--- config.mk ---
export PLATFORM = sky130hd
export DESIGN_NAME = wb_timer_slave
export DESIGN_NICKNAME = d
export VERILOG_FILES = /design/src/rtl/wb_timer_slave.sv
export SDC_FILE = /design/constraint.sdc
export NUM_CORES = 1
export LEC_CHECK = 0
export CORE_ASPECT_RATIO = 0.7
export CORE_MARGIN = 3
export CORE_UTILIZATION = 45
export DETAILED_ROUTE_END_ITERATION = 10
export HOLD_SLACK_MARGIN = 0.08
export PLACE_DENSITY = 0.79
export SYNTH_ARGS = -nofsm -noshare
export SYNTH_HDL_FRONTEND = slang
export SYNTH_SLANG_ARGS = --single-unit
--- constraint.sdc ---
create_clock -name clk_i -period 3.3 [get_ports clk_i]
set_clock_uncertainty 0.2 [all_clocks]
set_input_delay 0.33 -clock clk_i [delete_from_list [all_inputs] [get_ports clk_i]]
set_output_delay 0.33 -clock clk_i [all_outputs]
set_load 0.01 [all_outputs]
--- src/rtl/wb_timer_slave.sv ---
// wb_timer_slave: Wishbone-controlled 32-bit timer with prescaler and compare match.
// Optional feature macro: WB_TIMER_IRQ_EN. When it is defined, CTRL bit 2 (IRQ_EN) is stored and
// irq_o is driven by a registered MATCH & IRQ_EN. When it is undefined, irq_o is tied low
// and CTRL bit 2 reads 0.
module wb_timer_slave #(
  parameter int PRESC_W = 16
) (
  input  logic        clk_i,
  input  logic        nrst_i,
  input  logic [31:0] s_wb_addr_i,
  input  logic [31:0] s_wb_data_i,
  output logic [31:0] s_wb_data_o,
  input  logic        s_wb_we_i,
  input  logic        s_wb_cyc_i,
  input  logic        s_wb_stb_i,
  output logic        s_wb_ack_o,
  output logic        irq_o
);

  localparam logic [2:0] IDX_CTRL    = 3'd0;
  localparam logic [2:0] IDX_PRESC   = 3'd1;
  localparam logic [2:0] IDX_COUNT   = 3'd2;
  localparam logic [2:0] IDX_COMPARE = 3'd3;
  localparam logic [2:0] IDX_STATUS  = 3'd4;

  // Register state
  logic               ack_reg;
  logic [31:0]        rdata_reg,    rdata_next;
  logic               en_reg;
  logic               auto_reg;
  logic [PRESC_W-1:0] prescale_reg;
  logic [PRESC_W-1:0] presc_cnt_reg, presc_cnt_next;
  logic [31:0]        count_reg,    count_next;
  logic [31:0]        compare_reg;
  logic               match_reg,    match_next;
  logic               irq_en_bit;

  // Bus decode
  logic [2:0] idx;
  logic       accept;
  logic       wr_en;
  logic       rd_en;
  logic       wr_ctrl, wr_presc, wr_count, wr_compare, wr_status;
  logic       tick;
  logic       hit;
  logic       unused_addr;

  // Only the low three address bits select a register; the rest are don't-care.
  assign unused_addr = ^s_wb_addr_i[31:3];

  assign idx        = s_wb_addr_i[2:0];
  // A cycle already being acknowledged is not accepted again, which paces a held strobe
  // to one ack every two clocks.
  assign accept     = s_wb_cyc_i & s_wb_stb_i & ~ack_reg;
  assign wr_en      = accept & s_wb_we_i;
  assign rd_en      = accept & ~s_wb_we_i;
  assign wr_ctrl    = wr_en && (idx == IDX_CTRL);
  assign wr_presc   = wr_en && (idx == IDX_PRESC);
  assign wr_count   = wr_en && (idx == IDX_COUNT);
  assign wr_compare = wr_en && (idx == IDX_COMPARE);
  assign wr_status  = wr_en && (idx == IDX_STATUS);

  // Tick and match use the current register values, so CTRL/COMPARE writes landing on the
  // same edge only affect the following tick.
  assign tick = en_reg && (presc_cnt_reg == prescale_reg);
  assign hit  = tick && (count_reg == compare_reg);

  // Next-state logic for prescaler, counter, match flag and read data
  always_comb begin
    presc_cnt_next = presc_cnt_reg + PRESC_W'(1);
    if (wr_presc || !en_reg || tick) begin
      presc_cnt_next = '0;
    end

    count_next = count_reg;
    if (wr_count) begin
      count_next = s_wb_data_i;
    end else if (tick) begin
      count_next = (hit && auto_reg) ? 32'd0 : count_reg + 32'd1;
    end

    match_next = match_reg;
    if (hit) begin
      match_next = 1'b1;
    end else if (wr_status && s_wb_data_i[0]) begin
      match_next = 1'b0;
    end

    rdata_next = 32'd0;
    case (idx)
      IDX_CTRL:    rdata_next = {29'd0, irq_en_bit, auto_reg, en_reg};
      IDX_PRESC:   rdata_next = 32'(prescale_reg);
      IDX_COUNT:   rdata_next = count_reg;
      IDX_COMPARE: rdata_next = compare_reg;
      IDX_STATUS:  rdata_next = {31'd0, match_reg};
      default:     rdata_next = 32'd0;
    endcase
  end

  // Bus handshake, register file and timer state
  always_ff @(posedge clk_i or negedge nrst_i) begin
    if (!nrst_i) begin
      ack_reg       <= 1'b0;
      rdata_reg     <= 32'd0;
      en_reg        <= 1'b0;
      auto_reg      <= 1'b0;
      prescale_reg  <= '0;
      presc_cnt_reg <= '0;
      count_reg     <= 32'd0;
      compare_reg   <= 32'd0;
      match_reg     <= 1'b0;
    end else begin
      ack_reg       <= accept;
      presc_cnt_reg <= presc_cnt_next;
      count_reg     <= count_next;
      match_reg     <= match_next;
      if (rd_en) begin
        rdata_reg <= rdata_next;
      end
      if (wr_ctrl) begin
        en_reg   <= s_wb_data_i[0];
        auto_reg <= s_wb_data_i[1];
      end
      if (wr_presc) begin
        prescale_reg <= s_wb_data_i[PRESC_W-1:0];
      end
      if (wr_compare) begin
        compare_reg <= s_wb_data_i;
      end
    end
  end

`ifdef WB_TIMER_IRQ_EN
  logic irq_en_reg;
  logic irq_reg;

  // Interrupt enable bit and registered level interrupt
  always_ff @(posedge clk_i or negedge nrst_i) begin
    if (!nrst_i) begin
      irq_en_reg <= 1'b0;
      irq_reg    <= 1'b0;
    end else begin
      if (wr_ctrl) begin
        irq_en_reg <= s_wb_data_i[2];
      end
      irq_reg <= match_reg & irq_en_reg;
    end
  end

  assign irq_en_bit = irq_en_reg;
  assign irq_o      = irq_reg;
`else
  assign irq_en_bit = 1'b0;
  assign irq_o      = 1'b0;
`endif

  assign s_wb_ack_o  = ack_reg;
  assign s_wb_data_o = rdata_reg;

endmodule

==> flow_summary_export.csv <==
group,metric,value,unit
clock_network,cts_tree,"done",
route,ant_nets,0,
synthesis,synth_xor_area_frac,0.0755,
critical_path,cp_data_required_time,3.39,ns
clock_network,ctsHtreeMaxLevel,4,
synthesis,async_flop_share,1.00,
cells_and_area,insertedDiodeCount,0,
synthesis,synthSimpleGateAreaFrac,0.162,
die,initial_core_util,0.475,
clock_network,clk_latency,0.43,ns
synthesis,syn_inst,741,
synthesis,synth_top_family_by_area,"simple AND/OR/NAND/NOR gates",
global_route,track_usage,0.235,
critical_path,reg2reg_depth,8,
worst_hold_path,whs_path_depth,2,
critical_path,crit_path_max_incr_delay,0.46,ns
die,io_pins,103,
timing,setup_viol,0,
synthesis,yosysWarnings,0,
critical_path,cpMaxStageDelayCell,"dfrtp_1",
critical_path,end_kind,"flip-flop",
synthesis,synthMuxAreaShare,0.123,
timing,max_slew_margin,0.507,
die,die_height,112,um
clock_network,clk_pin_slew_worst_paths,0.06,ns
clock_network,cts-buffers-inserted,17,
run_status,outcome,"finished clean",
clock_network,clockBufferDepth,2,
synthesis,synth_common_cells,"dfrtp_1 (132), nand2_1 (76), nor2_1 (57), mux2_2 (49), clkbuf_1 (42)",
route,vias,6068,
synthesis,synthAdderAreaFrac,0.00348,
timing,tns,0,ns
synthesis,ys_top_cells_by_area,"dfrtp_1 (46%), mux2_2 (7.7%), xnor2_1 (4.9%), mux2i_1 (4.3%), nand2_1 (4.0%)",
cells_and_area,layout-drive-gt1-share,0.133,
timing,fin_crit_sh,0.807,
synthesis,synth_flop_cell,"dfrtp_1",
timing,rsz0062_at_grt,"false",
timing,slew_violations,0,
global_route,antenna_found_initial,1,
critical_path,rr_endpoint,"count_reg[8]$_DFFE_PN0P_",
synthesis,synthesis.nets,812,
route,vias_per_cell,6.03,
route,dr.first_iter.drc_count,666,
place,place_congestion,0.909,
clock_network,cts-root-buf,"clkbuf_16",
critical_path,ff2ff_setup_slack,0.64,ns
place,placed_area,8130,um^2
cells_and_area,nNetsFinal,869,
die,dieArea,17600,um^2
critical_path,start_kind,"flip-flop",
route,drtPass1Iterations,5,
synthesis,synth_compound_area_frac,0.130,
run,cap_viol_max_count,0,
global_route,overflow,0,
timing,hold_viol_final,0,
place,hpwl,14.1,mm
pwr,p_per_area,576,nW/um^2
global_route,grt_pass1_wl,32.2,mm
place,portBuffers,72,
critical_path,crit_type,"reg -> reg",
cells_and_area,syn_to_final_growth,21.6,%
route,drc_errors,0,
pwr,leakage,0.00365,uW
cells_and_area,fillers,1261,
die,die_w,157,um
route,wl,20.3,mm
synthesis,yosysTopAreaCell,"dfrtp_1",
timing,fin_crit,2.66,ns
synthesis,synth_most_common_cell,"dfrtp_1",
global_route,grt_pass1_vias,5834,
timing,worstMarginPinSlew,0.739,ns
critical_path,r2r-start,"count_reg[7]$_DFFE_PN0P_",
global_route,grt_max_degree,60,
synthesis,ys_seq_area_frac,0.459,
worst_hold_path,hp-start,"s_wb_data_o[20]$_DFFE_PN0P_",
timing,fmax,375,MHz
die,coreArea,15100,um^2
worst_hold_path,hp-class,"reg -> reg",
pwr,peakVddDrop,0.000352,V
synthesis,yosys.area.top_type_share,0.459,
clock_network,cts.sinks,132,
cells_and_area,final_util,0.578,
synthesis,synth_cell_types,50,
synthesis,syn_avg_cell_area,9.70,um^2
worst_hold_path,hold_end,"s_wb_data_o[20]$_DFFE_PN0P_",
synthesis,ys_ff_latch,132,
cells_and_area,fin_area,8740,um^2
critical_path,cp.arrival,2.76,ns
critical_path,path_cells,"xnor2_1 -> nand4_1 -> nor4_1 -> buf_4 -> a31oi_4 -> buf_12 -> a32oi_1 -> o21ai_0",
synthesis,syn-cell-area,7190,um^2
critical_path,crit_fanout,34,
die,rows,37,
synthesis,synth-edff-count,0,
route,wl_per_cell,20.2,um
power by group:
group | internal (uW) | total [uW] | switching [uW]
Clock | 1150 | 1940 | 788
Sequential | 1850 | 2130 | 288
Combinational | 467 | 956 | 489
Total | 3470 | 5030 | 1560
through the flow:
stage	hold slack (ns)	cells	total power, uW	setup WS (ns)
after floorplan	-0.166	741	2660	0.923
after global placement	0.225	973	3050	0.524
after detailed placement	0.224	973	3090	0.492
after CTS	0.281	1006	5030	0.682
after global routing	0.313	1006	5250	0.416
final	0.280	1006	5030	0.636
worst max path at each step:
stage / from / to / slack [ns] / cells after the start
after CTS: prescale_reg[10]$_DFFE_PN0P_ / presc_cnt_reg[0]$_DFF_PN0_ / 0.68 / 7
after floorplan: prescale_reg[5]$_DFFE_PN0P_ / count_reg[26]$_DFFE_PN0P_ / 0.92 / 5
final: count_reg[7]$_DFFE_PN0P_ / count_reg[8]$_DFFE_PN0P_ / 0.64 / 8
after global placement: s_wb_addr_i[1] / count_reg[17]$_DFFE_PN0P_ / 0.52 / 7
after detailed placement: s_wb_addr_i[1] / count_reg[17]$_DFFE_PN0P_ / 0.49 / 7
after global routing: prescale_reg[8]$_DFFE_PN0P_ / presc_cnt_reg[5]$_DFF_PN0_ / 0.42 / 7
cell families (layout without fill, tap and decap cells):
logic type	count (synthesis)	count (layout)
AOI/OAI and AO/OA	138	138
xor gates and xnor gates	62	62
adders and majority gates	2	2
buffers and inverters	85	155
DFF	132	132
muxes	81	81
other	1	1
and+or+nand+nor	240	240
layout by cell type (no fill, tap or decap), types with 6 or more instances in the layout:
cell,Yosys,final
a21oi_1,15,15
a22oi_1,22,22
a32oi_1,10,10
and3_1,9,9
buf_4,1,16
clkbuf_16,0,17
clkdlybuf4s50_1,0,70
dfrtp_1,132,132
inv_1,32,32
mux2_2,49,49
mux2i_1,31,31
nand2_1,76,76
nand3_1,34,34
nand4_1,22,22
nor2_1,57,57
nor3_1,6,6
nor4_1,11,11
o211ai_1,12,12
o21ai_0,35,35
o31ai_1,18,18
xnor2_1,40,40
xor2_1,22,22
final cells by class:
| type | count | area (um^2) | share of cell area |
|---|---|---|---|
| clock buffer | 18 | 439 | 0.0502 |
| clock inverter | 14 | 168 | 0.0192 |
| inverter | 33 | 124 | 0.0142 |
| multi-input combinational | 524 | 3590 | 0.411 |
| sequential | 132 | 3300 | 0.378 |
| tap | 195 | 244 | 0.0279 |
| timing repair buffer | 90 | 876 | 0.100 |
what timing repair did:
item,CTS,global route
endpoints found under the hold margin,52,0
buffers inserted,0,0
resized for setup,0,0
hold buffers,1,0
worst max-delay path, delay by kind of cell, from the launching register on:
kind                      cells  cell delay, ns
xor gates and xnor gates      1            0.43
DFF                           1            0.46
and+or+nand+nor               2            0.46
buffers and inverters         2            0.43
AOI/OAI and AO/OA             3            0.53
metal layers:
| layer | GRT usage | wire, um |
|---|---|---|
| met5 | 0 | 13 |
| met4 | 0.0538 | 228 |
| met1 | 0.376 | 9850 |
| met3 | 0.0676 | 1900 |
| met2 | 0.311 | 8280 |
(Power assumes the default switching activity.)
